==> src/rtl/mac_feeder_if.sv <==
// Bundle of the feeder's three buses: compressed input stream, MAC operand /
// result wires, and the result stream to the downstream consumer.
interface mac_feeder_if #(parameter int DATA_WIDTH = 8);
  localparam int ACC_W = 4 * DATA_WIDTH;

  // compressed input stream
  logic                  in_valid;
  logic                  in_ready;
  logic [DATA_WIDTH-1:0] in_act;
  logic [DATA_WIDTH-1:0] in_weight;
  logic [1:0]            in_sel;
  logic                  in_last;
  // MAC unit side
  logic [DATA_WIDTH-1:0] Mac_act;
  logic [DATA_WIDTH-1:0] Mac_weight;
  logic [1:0]            Mac_select;
  logic                  Mac_block;
  logic [ACC_W-1:0]      Mac_out_0;
  logic [ACC_W-1:0]      Mac_out_1;
  logic [ACC_W-1:0]      Mac_out_2;
  logic [ACC_W-1:0]      Mac_out_3;
  // result stream
  logic                  res_valid;
  logic                  res_ready;
  logic [ACC_W-1:0]      res_data;
  logic [1:0]            res_idx;
  logic                  res_last;
  logic [15:0]           skip_cnt;

  modport slave (
    input  in_valid, in_act, in_weight, in_sel, in_last,
    input  Mac_out_0, Mac_out_1, Mac_out_2, Mac_out_3,
    input  res_ready,
    output in_ready, Mac_act, Mac_weight, Mac_select, Mac_block,
    output res_valid, res_data, res_idx, res_last, skip_cnt
  );

  modport master (
    output in_valid, in_act, in_weight, in_sel, in_last,
    output Mac_out_0, Mac_out_1, Mac_out_2, Mac_out_3,
    output res_ready,
    input  in_ready, Mac_act, Mac_weight, Mac_select, Mac_block,
    input  res_valid, res_data, res_idx, res_last, skip_cnt
  );
endinterface

==> src/rtl/mac_feeder.sv <==
// Feeds a compressed (act, weight, sel) stream into a 4-accumulator MAC,
// dropping zero-operand beats, then at frame end captures the four sums and
// streams them out as idx 0..3.
module mac_feeder #(
  parameter int DATA_WIDTH = 8
) (
  input  logic         Clk,
  input  logic         rst,
  mac_feeder_if.slave  fd_io
);
  localparam int ACC_W = 4 * DATA_WIDTH;

  localparam logic [1:0] ST_ACCUM   = 2'd0;
  localparam logic [1:0] ST_FLUSH   = 2'd1;
  localparam logic [1:0] ST_CAPTURE = 2'd2;
  localparam logic [1:0] ST_DRAIN   = 2'd3;

  logic [1:0]                 state_q, state_d;
  logic                       stage_v_q, stage_v_d;
  logic [DATA_WIDTH-1:0]      act_q, act_d;
  logic [DATA_WIDTH-1:0]      wt_q, wt_d;
  logic [1:0]                 sel_q, sel_d;
  logic [1:0]                 idx_q, idx_d;
  logic [3:0][ACC_W-1:0]      cap_q, cap_d;
  logic [15:0]                skip_q, skip_d;

  logic accept, zero_op;
  assign accept  = fd_io.in_valid && (state_q == ST_ACCUM);
  assign zero_op = (fd_io.in_act == '0) || (fd_io.in_weight == '0);

  // next-state: stage load / skip counting, frame FSM, capture, drain index
  always_comb begin
    state_d   = state_q;
    stage_v_d = 1'b0;
    act_d     = act_q;
    wt_d      = wt_q;
    sel_d     = sel_q;
    idx_d     = idx_q;
    cap_d     = cap_q;
    skip_d    = skip_q;
    case (state_q)
      ST_ACCUM: begin
        if (accept) begin
          if (!zero_op) begin
            stage_v_d = 1'b1;
            act_d     = fd_io.in_act;
            wt_d      = fd_io.in_weight;
            sel_d     = fd_io.in_sel;
          end else if (skip_q != 16'hFFFF) begin
            skip_d = skip_q + 16'd1;
          end
          if (fd_io.in_last) state_d = ST_FLUSH;
        end
      end
      // stage still holds the final beat this cycle; the MAC absorbs it
      ST_FLUSH: state_d = ST_CAPTURE;
      // MAC exposes its sums this cycle and clears at the same edge
      ST_CAPTURE: begin
        cap_d   = {fd_io.Mac_out_3, fd_io.Mac_out_2, fd_io.Mac_out_1, fd_io.Mac_out_0};
        state_d = ST_DRAIN;
      end
      default: begin
        if (fd_io.res_ready) begin
          idx_d = idx_q + 2'd1;
          if (idx_q == 2'd3) begin
            state_d = ST_ACCUM;
            skip_d  = '0;
          end
        end
      end
    endcase
  end

  // state registers, synchronous active-low reset discards any partial frame
  always_ff @(posedge Clk) begin
    if (!rst) begin
      state_q   <= ST_ACCUM;
      stage_v_q <= 1'b0;
      act_q     <= '0;
      wt_q      <= '0;
      sel_q     <= '0;
      idx_q     <= '0;
      cap_q     <= '0;
      skip_q    <= '0;
    end else begin
      state_q   <= state_d;
      stage_v_q <= stage_v_d;
      act_q     <= act_d;
      wt_q      <= wt_d;
      sel_q     <= sel_d;
      idx_q     <= idx_d;
      cap_q     <= cap_d;
      skip_q    <= skip_d;
    end
  end

  // an empty stage presents 0*0 to slot 0, a harmless accumulate
  assign fd_io.in_ready   = (state_q == ST_ACCUM);
  assign fd_io.Mac_block  = (state_q != ST_CAPTURE);
  assign fd_io.Mac_act    = stage_v_q ? act_q : '0;
  assign fd_io.Mac_weight = stage_v_q ? wt_q  : '0;
  assign fd_io.Mac_select = stage_v_q ? sel_q : '0;
  assign fd_io.res_valid  = (state_q == ST_DRAIN);
  assign fd_io.res_data   = (state_q == ST_DRAIN) ? cap_q[idx_q] : '0;
  assign fd_io.res_idx    = idx_q;
  assign fd_io.res_last   = (state_q == ST_DRAIN) && (idx_q == 2'd3);
  assign fd_io.skip_cnt   = skip_q;
endmodule

==> src/flat_wrapper.sv <==
// flat-port wrapper written by rule: the top's interface ports become plain ports
module mac_feeder_flat 
#(
  parameter int DATA_WIDTH = 8
)
  (Clk, rst, fd_io_in_valid, fd_io_in_act, fd_io_in_weight, fd_io_in_sel, fd_io_in_last, fd_io_Mac_out_0, fd_io_Mac_out_1, fd_io_Mac_out_2, fd_io_Mac_out_3, fd_io_res_ready, fd_io_in_ready, fd_io_Mac_act, fd_io_Mac_weight, fd_io_Mac_select, fd_io_Mac_block, fd_io_res_valid, fd_io_res_data, fd_io_res_idx, fd_io_res_last, fd_io_skip_cnt);
  mac_feeder_if #(.DATA_WIDTH(DATA_WIDTH)) fd_io_i ();
  input  logic Clk;
  input  logic rst;
  input wire logic [$bits(fd_io_i.in_valid)-1:0] fd_io_in_valid;
  input wire logic [$bits(fd_io_i.in_act)-1:0] fd_io_in_act;
  input wire logic [$bits(fd_io_i.in_weight)-1:0] fd_io_in_weight;
  input wire logic [$bits(fd_io_i.in_sel)-1:0] fd_io_in_sel;
  input wire logic [$bits(fd_io_i.in_last)-1:0] fd_io_in_last;
  input wire logic [$bits(fd_io_i.Mac_out_0)-1:0] fd_io_Mac_out_0;
  input wire logic [$bits(fd_io_i.Mac_out_1)-1:0] fd_io_Mac_out_1;
  input wire logic [$bits(fd_io_i.Mac_out_2)-1:0] fd_io_Mac_out_2;
  input wire logic [$bits(fd_io_i.Mac_out_3)-1:0] fd_io_Mac_out_3;
  input wire logic [$bits(fd_io_i.res_ready)-1:0] fd_io_res_ready;
  output wire logic [$bits(fd_io_i.in_ready)-1:0] fd_io_in_ready;
  output wire logic [$bits(fd_io_i.Mac_act)-1:0] fd_io_Mac_act;
  output wire logic [$bits(fd_io_i.Mac_weight)-1:0] fd_io_Mac_weight;
  output wire logic [$bits(fd_io_i.Mac_select)-1:0] fd_io_Mac_select;
  output wire logic [$bits(fd_io_i.Mac_block)-1:0] fd_io_Mac_block;
  output wire logic [$bits(fd_io_i.res_valid)-1:0] fd_io_res_valid;
  output wire logic [$bits(fd_io_i.res_data)-1:0] fd_io_res_data;
  output wire logic [$bits(fd_io_i.res_idx)-1:0] fd_io_res_idx;
  output wire logic [$bits(fd_io_i.res_last)-1:0] fd_io_res_last;
  output wire logic [$bits(fd_io_i.skip_cnt)-1:0] fd_io_skip_cnt;
  assign fd_io_i.in_valid = fd_io_in_valid;
  assign fd_io_i.in_act = fd_io_in_act;
  assign fd_io_i.in_weight = fd_io_in_weight;
  assign fd_io_i.in_sel = fd_io_in_sel;
  assign fd_io_i.in_last = fd_io_in_last;
  assign fd_io_i.Mac_out_0 = fd_io_Mac_out_0;
  assign fd_io_i.Mac_out_1 = fd_io_Mac_out_1;
  assign fd_io_i.Mac_out_2 = fd_io_Mac_out_2;
  assign fd_io_i.Mac_out_3 = fd_io_Mac_out_3;
  assign fd_io_i.res_ready = fd_io_res_ready;
  assign fd_io_in_ready = fd_io_i.in_ready;
  assign fd_io_Mac_act = fd_io_i.Mac_act;
  assign fd_io_Mac_weight = fd_io_i.Mac_weight;
  assign fd_io_Mac_select = fd_io_i.Mac_select;
  assign fd_io_Mac_block = fd_io_i.Mac_block;
  assign fd_io_res_valid = fd_io_i.res_valid;
  assign fd_io_res_data = fd_io_i.res_data;
  assign fd_io_res_idx = fd_io_i.res_idx;
  assign fd_io_res_last = fd_io_i.res_last;
  assign fd_io_skip_cnt = fd_io_i.skip_cnt;
  mac_feeder #(.DATA_WIDTH(DATA_WIDTH)) u_core (.Clk(Clk), .rst(rst), .fd_io(fd_io_i));
endmodule
==> config.mk <==
export PLATFORM = sky130hd
export DESIGN_NAME = mac_feeder_flat
export DESIGN_NICKNAME = d
export VERILOG_FILES = /design/src/rtl/mac_feeder_if.sv /design/src/rtl/mac_feeder.sv /design/src/flat_wrapper.sv
export SDC_FILE = /design/constraint.sdc
export NUM_CORES = 1
export LEC_CHECK = 0
export CORE_UTILIZATION = 43
export CTS_CLUSTER_DIAMETER = 100
export DETAILED_ROUTE_END_ITERATION = 16
export GPL_ROUTABILITY_DRIVEN = 0
export GPL_TIMING_DRIVEN = 1
export PLACE_DENSITY = 0.86
export RECOVER_POWER = 100
export SETUP_SLACK_MARGIN = 0.4
export SLEW_MARGIN = 10
export SYNTH_ARGS = -nofsm -noshare
export SYNTH_HDL_FRONTEND = slang
export SYNTH_SLANG_ARGS = --single-unit
==> constraint.sdc <==
create_clock -name Clk -period 2.05 [get_ports Clk]
set_clock_uncertainty 0.2 [all_clocks]
set_input_delay 0.41 -clock Clk [delete_from_list [all_inputs] [get_ports Clk]]
set_output_delay 0.41 -clock Clk [all_outputs]
set_load 0.03 [all_outputs]
# --- After elaboration in Yosys (flattened, before gate mapping) ---
# Index checks and enable logic that the tools add are counted.
word_totals:
  regBits: 167
  inputBits: 151
  out_inout_bits: 72
classes:
  n_addsub: 2
  n_lt_le_gt_ge: 1
  eq_ne: 10
  mux: 18
  bitwise: 3
  reduce_logical: 17
op_table:
  columns: ["operator", "n"]
  rows:
  - ["16-bit two-way mux", 5]
  - ["32-bit binary-select mux with 2-bit select", 1]
  - ["32-bit two-way mux", 2]
  - ["16-bit case mux with 2 select lines", 1]
  - ["16-bit by 1-bit adder with 16-bit output, second input constant", 1]
  - ["8-bit logical NOT", 2]
  - ["8-bit two-way mux", 2]
  - ["16-bit inequality test, second input constant", 1]
  - ["2-bit two-way mux", 5]
  - ["4-bit nonzero test", 2]
  - ["2-bit == test, second input constant", 3]
  - ["2-bit by 1-bit inequality test with 1-bit output, second input constant", 3]
  - ["2-bit case mux with 3 select lines", 1]
  - ["3-bit AND reduction", 2]
  - ["6-bit AND reduction", 1]
  - ["2-bit inequality test, second input constant", 2]
  - ["4-bit AND reduction", 1]
  - ["2-bit nonzero test", 2]
  - ["2-bit by 3-bit less-than comparator with 1-bit output, second input constant", 1]
  - ["1-bit NOT", 3]
  - ["3-bit OR reduction", 1]
  - ["2-bit by 1-bit adder with 2-bit output, second input constant", 1]
  - ["2-bit by 1-bit == test with 1-bit output, second input constant", 1]
  - ["1-bit logical AND", 2]
  - ["5 further kinds", 5]

# --- Logic depth before layout (Yosys ltp) ---
logic_depth:
  depth_word: 5
  ltp_mapped: 8

# --- Least setup slack after synthesis ---
# OpenSTA, ideal clock, no wires.
synth_timing:
  kind: "register to output"
  from: "reg u_core.idx_q[0] (netlist: u_core.fd_io.res_idx[0])"
  to: "out fd_io_res_data[30]"
  t_arrival_ns: 1.983
  required_ns: 1.440
  path_slack_ns: -0.543
  stages_incl_launch_ff: 5
  n_path_buf: 2
  path_cell_list: "dfxtp_1 > clkbuf_1 > buf_1 > mux4_2 > and2_1"
synth_via:
  elab_chain_len: 3
synth_rtl:
  columns: ["item", "line_no", "text"]
  rows:
  - ["from (decl)", "mac_feeder.sv:23", "logic [1:0] idx_q, idx_d;"]
  - ["from (signal assigned)", "mac_feeder.sv:91", "idx_q <= idx_d;"]
  - ["32-bit binary-select mux with 2-bit select", "mac_feeder.sv:104", "assign fd_io.res_data = (state_q == ST_DRAIN) ? cap_q[idx_q] : '0;"]
  - ["32-bit two-way mux (implied by the code)", "mac_feeder.sv:104", null]
  - ["32-bit two-way mux", "mac_feeder.sv:104", null]
  - ["to (decl)", "flat_wrapper.sv:26", "output wire logic [$bits(fd_io_i.res_data)-1:0] fd_io_res_data;"]
# Every way passes these cells. The select of a mux whose other input is x is not followed.

# --- Final worst setup path ---
layout_timing:
  from: "reg u_core.idx_q[0] (netlist: u_core.fd_io.res_idx[0])"
  to: "out fd_io_res_data[5]"
# The elaborated chain is that of the path after synthesis.

==> reports/results.ini <==
[run_status]
status=finished with violations
violations=setup timing

[clock_tree]
clk_pin_slew_ps=70
cts_tree=yes
numCtsBuffers=17
cts.path.max_buffers=2
ctsHoldBuffers=0
cts_sinks=167
htree_levels=4
cts-root-buf=clkbuf_16
clk_latency_ps=420

[floorplanning]
start_util_pct=44.5
rows=47
coreArea_um2=16800
die_w_um=134
fp.dieArea_um2=18000
die_y_um=134
ioPinCount=223

[yosys]
synth_area_leaders=dfxtp_1 (45%), mux2i_1 (17%), mux4_2 (9.6%)
synth_edf_count=0
synthDistinctLibCells=45
synth_area_per_cell_um2=9.88
yosysTopAreaCell=dfxtp_1
synthCells=758
yosysWarnings=0
syn-num-nets=916
ys_top_cells_by_count=dfxtp_1 (167), nor2_1 (134), mux2i_1 (128)
async_reset_ff_share_pct=0
yosysTopAreaCellShare_pct=44.6
ys_ff_latch=167
synth_top_flop_cell=dfxtp_1
synthesis.area_um2=7490
synth_seq_area_share_pct=44.6
synthMostInstantiatedCell=dfxtp_1

[sta]
relSlewSlack_pct=67.7
worst_pin_slew_ps=480
setup_tns_ps=-16150
whs_ps=63.4
rsz0062_at_grt=true
maxSlewViolCount=0
fmax_mhz=395
setup_viol=71
period_share_pct=123
fin_crit_ps=2530
fin_ws_ps=-480
hold_viol_final=0

[hold_path]
hold_depth=3
hold_path_class=in -> reg
min_to=u_core.act_q[6]
min_from=fd_io_in_act[6]

[power]
pwr-share-comb_pct=22.6
internal-power_mw=6.22
clkPwrFrac_pct=36.5
leakagePower_nw=5.26
seqPwrFrac_pct=40.8
power_mw=8.47
swShare_pct=26.5
peakVddDrop_mv=0.627
p_switching_mw=2.25
p_per_area_nw_per_um2=617

[placed_design]
port_buffers=222
detailed_place_hpwl_mm=14.8
preCtsSetupSlack_ps=-571
postPlaceCellArea_um2=10700

[global_route]
grt_pass1_vias=7718
antenna_found_initial=0
grt_max_degree=51
grt_use_total_pct=29.4
grt_pass1_wl_mm=40.9
overflow=0

[worst_setup_path]
arrival_ps=1920
path_max_fanout=6
start_kind=flop
timing.rr.end=u_core.fd_io.skip_cnt[11]
reg2reg_slack_ps=-360
criticalPathCategory=reg -> out
r2r_start=u_core.fd_io.res_idx[1]
reg2reg_depth=10
end_kind=primary output
critPathRequiredTime_ps=1440

[detailed_routing]
drt.antenna.violating_nets=0
drtIter0Drc=588
routed-via-count=7734
routedWlPerCell_um=22.4
drcViolationCount=0
vias_per_cell=5.65
routed_wirelength_mm=30.7
drtPass1Iterations=5

[job]
maxCapViolCount=0

[layout]
final_nets=1296
area_growth_syn_to_layout_pct=83.1
drive_gt1_share_pct=43.4
num_antenna_cells=0
stdcell_area_um2=13700

-- logic make-up after synthesis --
kind of cell    share of synthesized area (%)
compound gates                           6.15
xor+xnor                                0.117
fa+ha+maj                                1.17
buf+inv                                  3.16
flops                                    44.6
mux                                      26.7
simple gates                             18.1
-- metrics by stage --
step / instances / utilization, %
final: 1370 / 81.6
after CTS: 1334 / 76.2
after floorplan: 758 / -
after global routing: 1370 / 81.6
after detailed placement: 1228 / 63.7
after global placement: 1228 / 63.7
-- registers in the layout, indices dropped and copies added (netlist names) --
signal	count
u_core.cap_q	128
u_core.fd_io.skip_cnt	16
u_core.act_q	8
u_core.wt_q	8
u_core.fd_io.res_idx	2
u_core.sel_q	2
u_core.state_q	2
u_core.stage_v_q	1
-- power by group through the flow --
stage / clock network, mW / registers (mW) / logic (mW)
2_1_floorplan: 0 / 3.48 / 0.571
3_3_place_gp: 0 / 3.49 / 1.09
3_5_place_dp: 0 / 3.50 / 1.11
4_1_cts: 3.07 / 3.44 / 1.55
5_1_grt: 3.24 / 3.47 / 1.98
6_report: 3.10 / 3.46 / 1.92
-- repair_timing --
action                                  CTS  global route
gates cloned                             19            13
pin swaps                               106            88
setup buffers                            56            23
endpoints found under the setup margin  230           235
resized for setup                       605           107
hold endpoints to repair                  0             0
-- placed cells by master, fill, tap and decap left out, types with 4 or more instances in the layout --
cell and count:
dfxtp_1 149, clkdlybuf4s50_1 134, nor2_1 132, buf_6 124, mux2i_1 118, buf_4 68, and2_4 52, mux4_2 32
nand2_1 29, buf_12 28, clkbuf_16 27, a21oi_2 23, nand2_4 21, buf_16 18, o211ai_1 12, buf_8 11
dfxtp_2 10, nand3_1 8, clkbuf_1 8, buf_2 8, dfxtp_4 8, mux2i_2 7, nand2_2 6, a21oi_1 6
o21ai_1 6, a21oi_4 5, clkdlybuf4s15_1 5, or4_4 4, nor2_4 4, and2_1 4, o22ai_1 4, or3_1 4
ha_4 4
-- critical path: stages (launching register included) --
cell	delay (ps)
dfxtp_4	410
buf_12	120
buf_16	120
buf_6	90
mux4_2	480
and2_4	150
buf_6	130
-- routing by layer --
metal | GRT usage, % | vias up | wire length [um]
met1 | 34.8 | 3762 | 11900
met5 | 0 | - | 0
li1 | - | 3419 | -
met3 | 6.58 | 131 | 1910
met2 | 50.6 | 422 | 15300
met4 | 13.7 | 0 | 1510
-- how the worst max path moves through the flow --
stage | start | to | slack (ps)
finish | u_core.fd_io.res_idx[0] | fd_io_res_data[5] | -480
global route | u_core.fd_io.res_idx[0] | fd_io_res_data[5] | -530
CTS | u_core.fd_io.res_idx[0] | fd_io_res_data[5] | -480
detailed placement | fd_io_in_act[2] | u_core.fd_io.skip_cnt[4] | -570
global placement | fd_io_in_weight[2] | u_core.fd_io.skip_cnt[8] | -520
floorplan | fd_io_in_weight[2] | u_core.fd_io.skip_cnt[8] | -20
-- final cells by class --
| type | count | area (um2) |
|---|---|---|
| Clock buffer | 24 | 482 |
| Clock inverter | 7 | 70.1 |
| Fill cell | 869 | 3100 |
| Inverter | 4 | 21.3 |
| Multi-Input combinational cell | 531 | 4580 |
| Sequential cell | 167 | 3390 |
| Tap cell | 220 | 275 |
| Timing Repair Buffer | 417 | 4910 |
(Power assumes the default switching activity.)
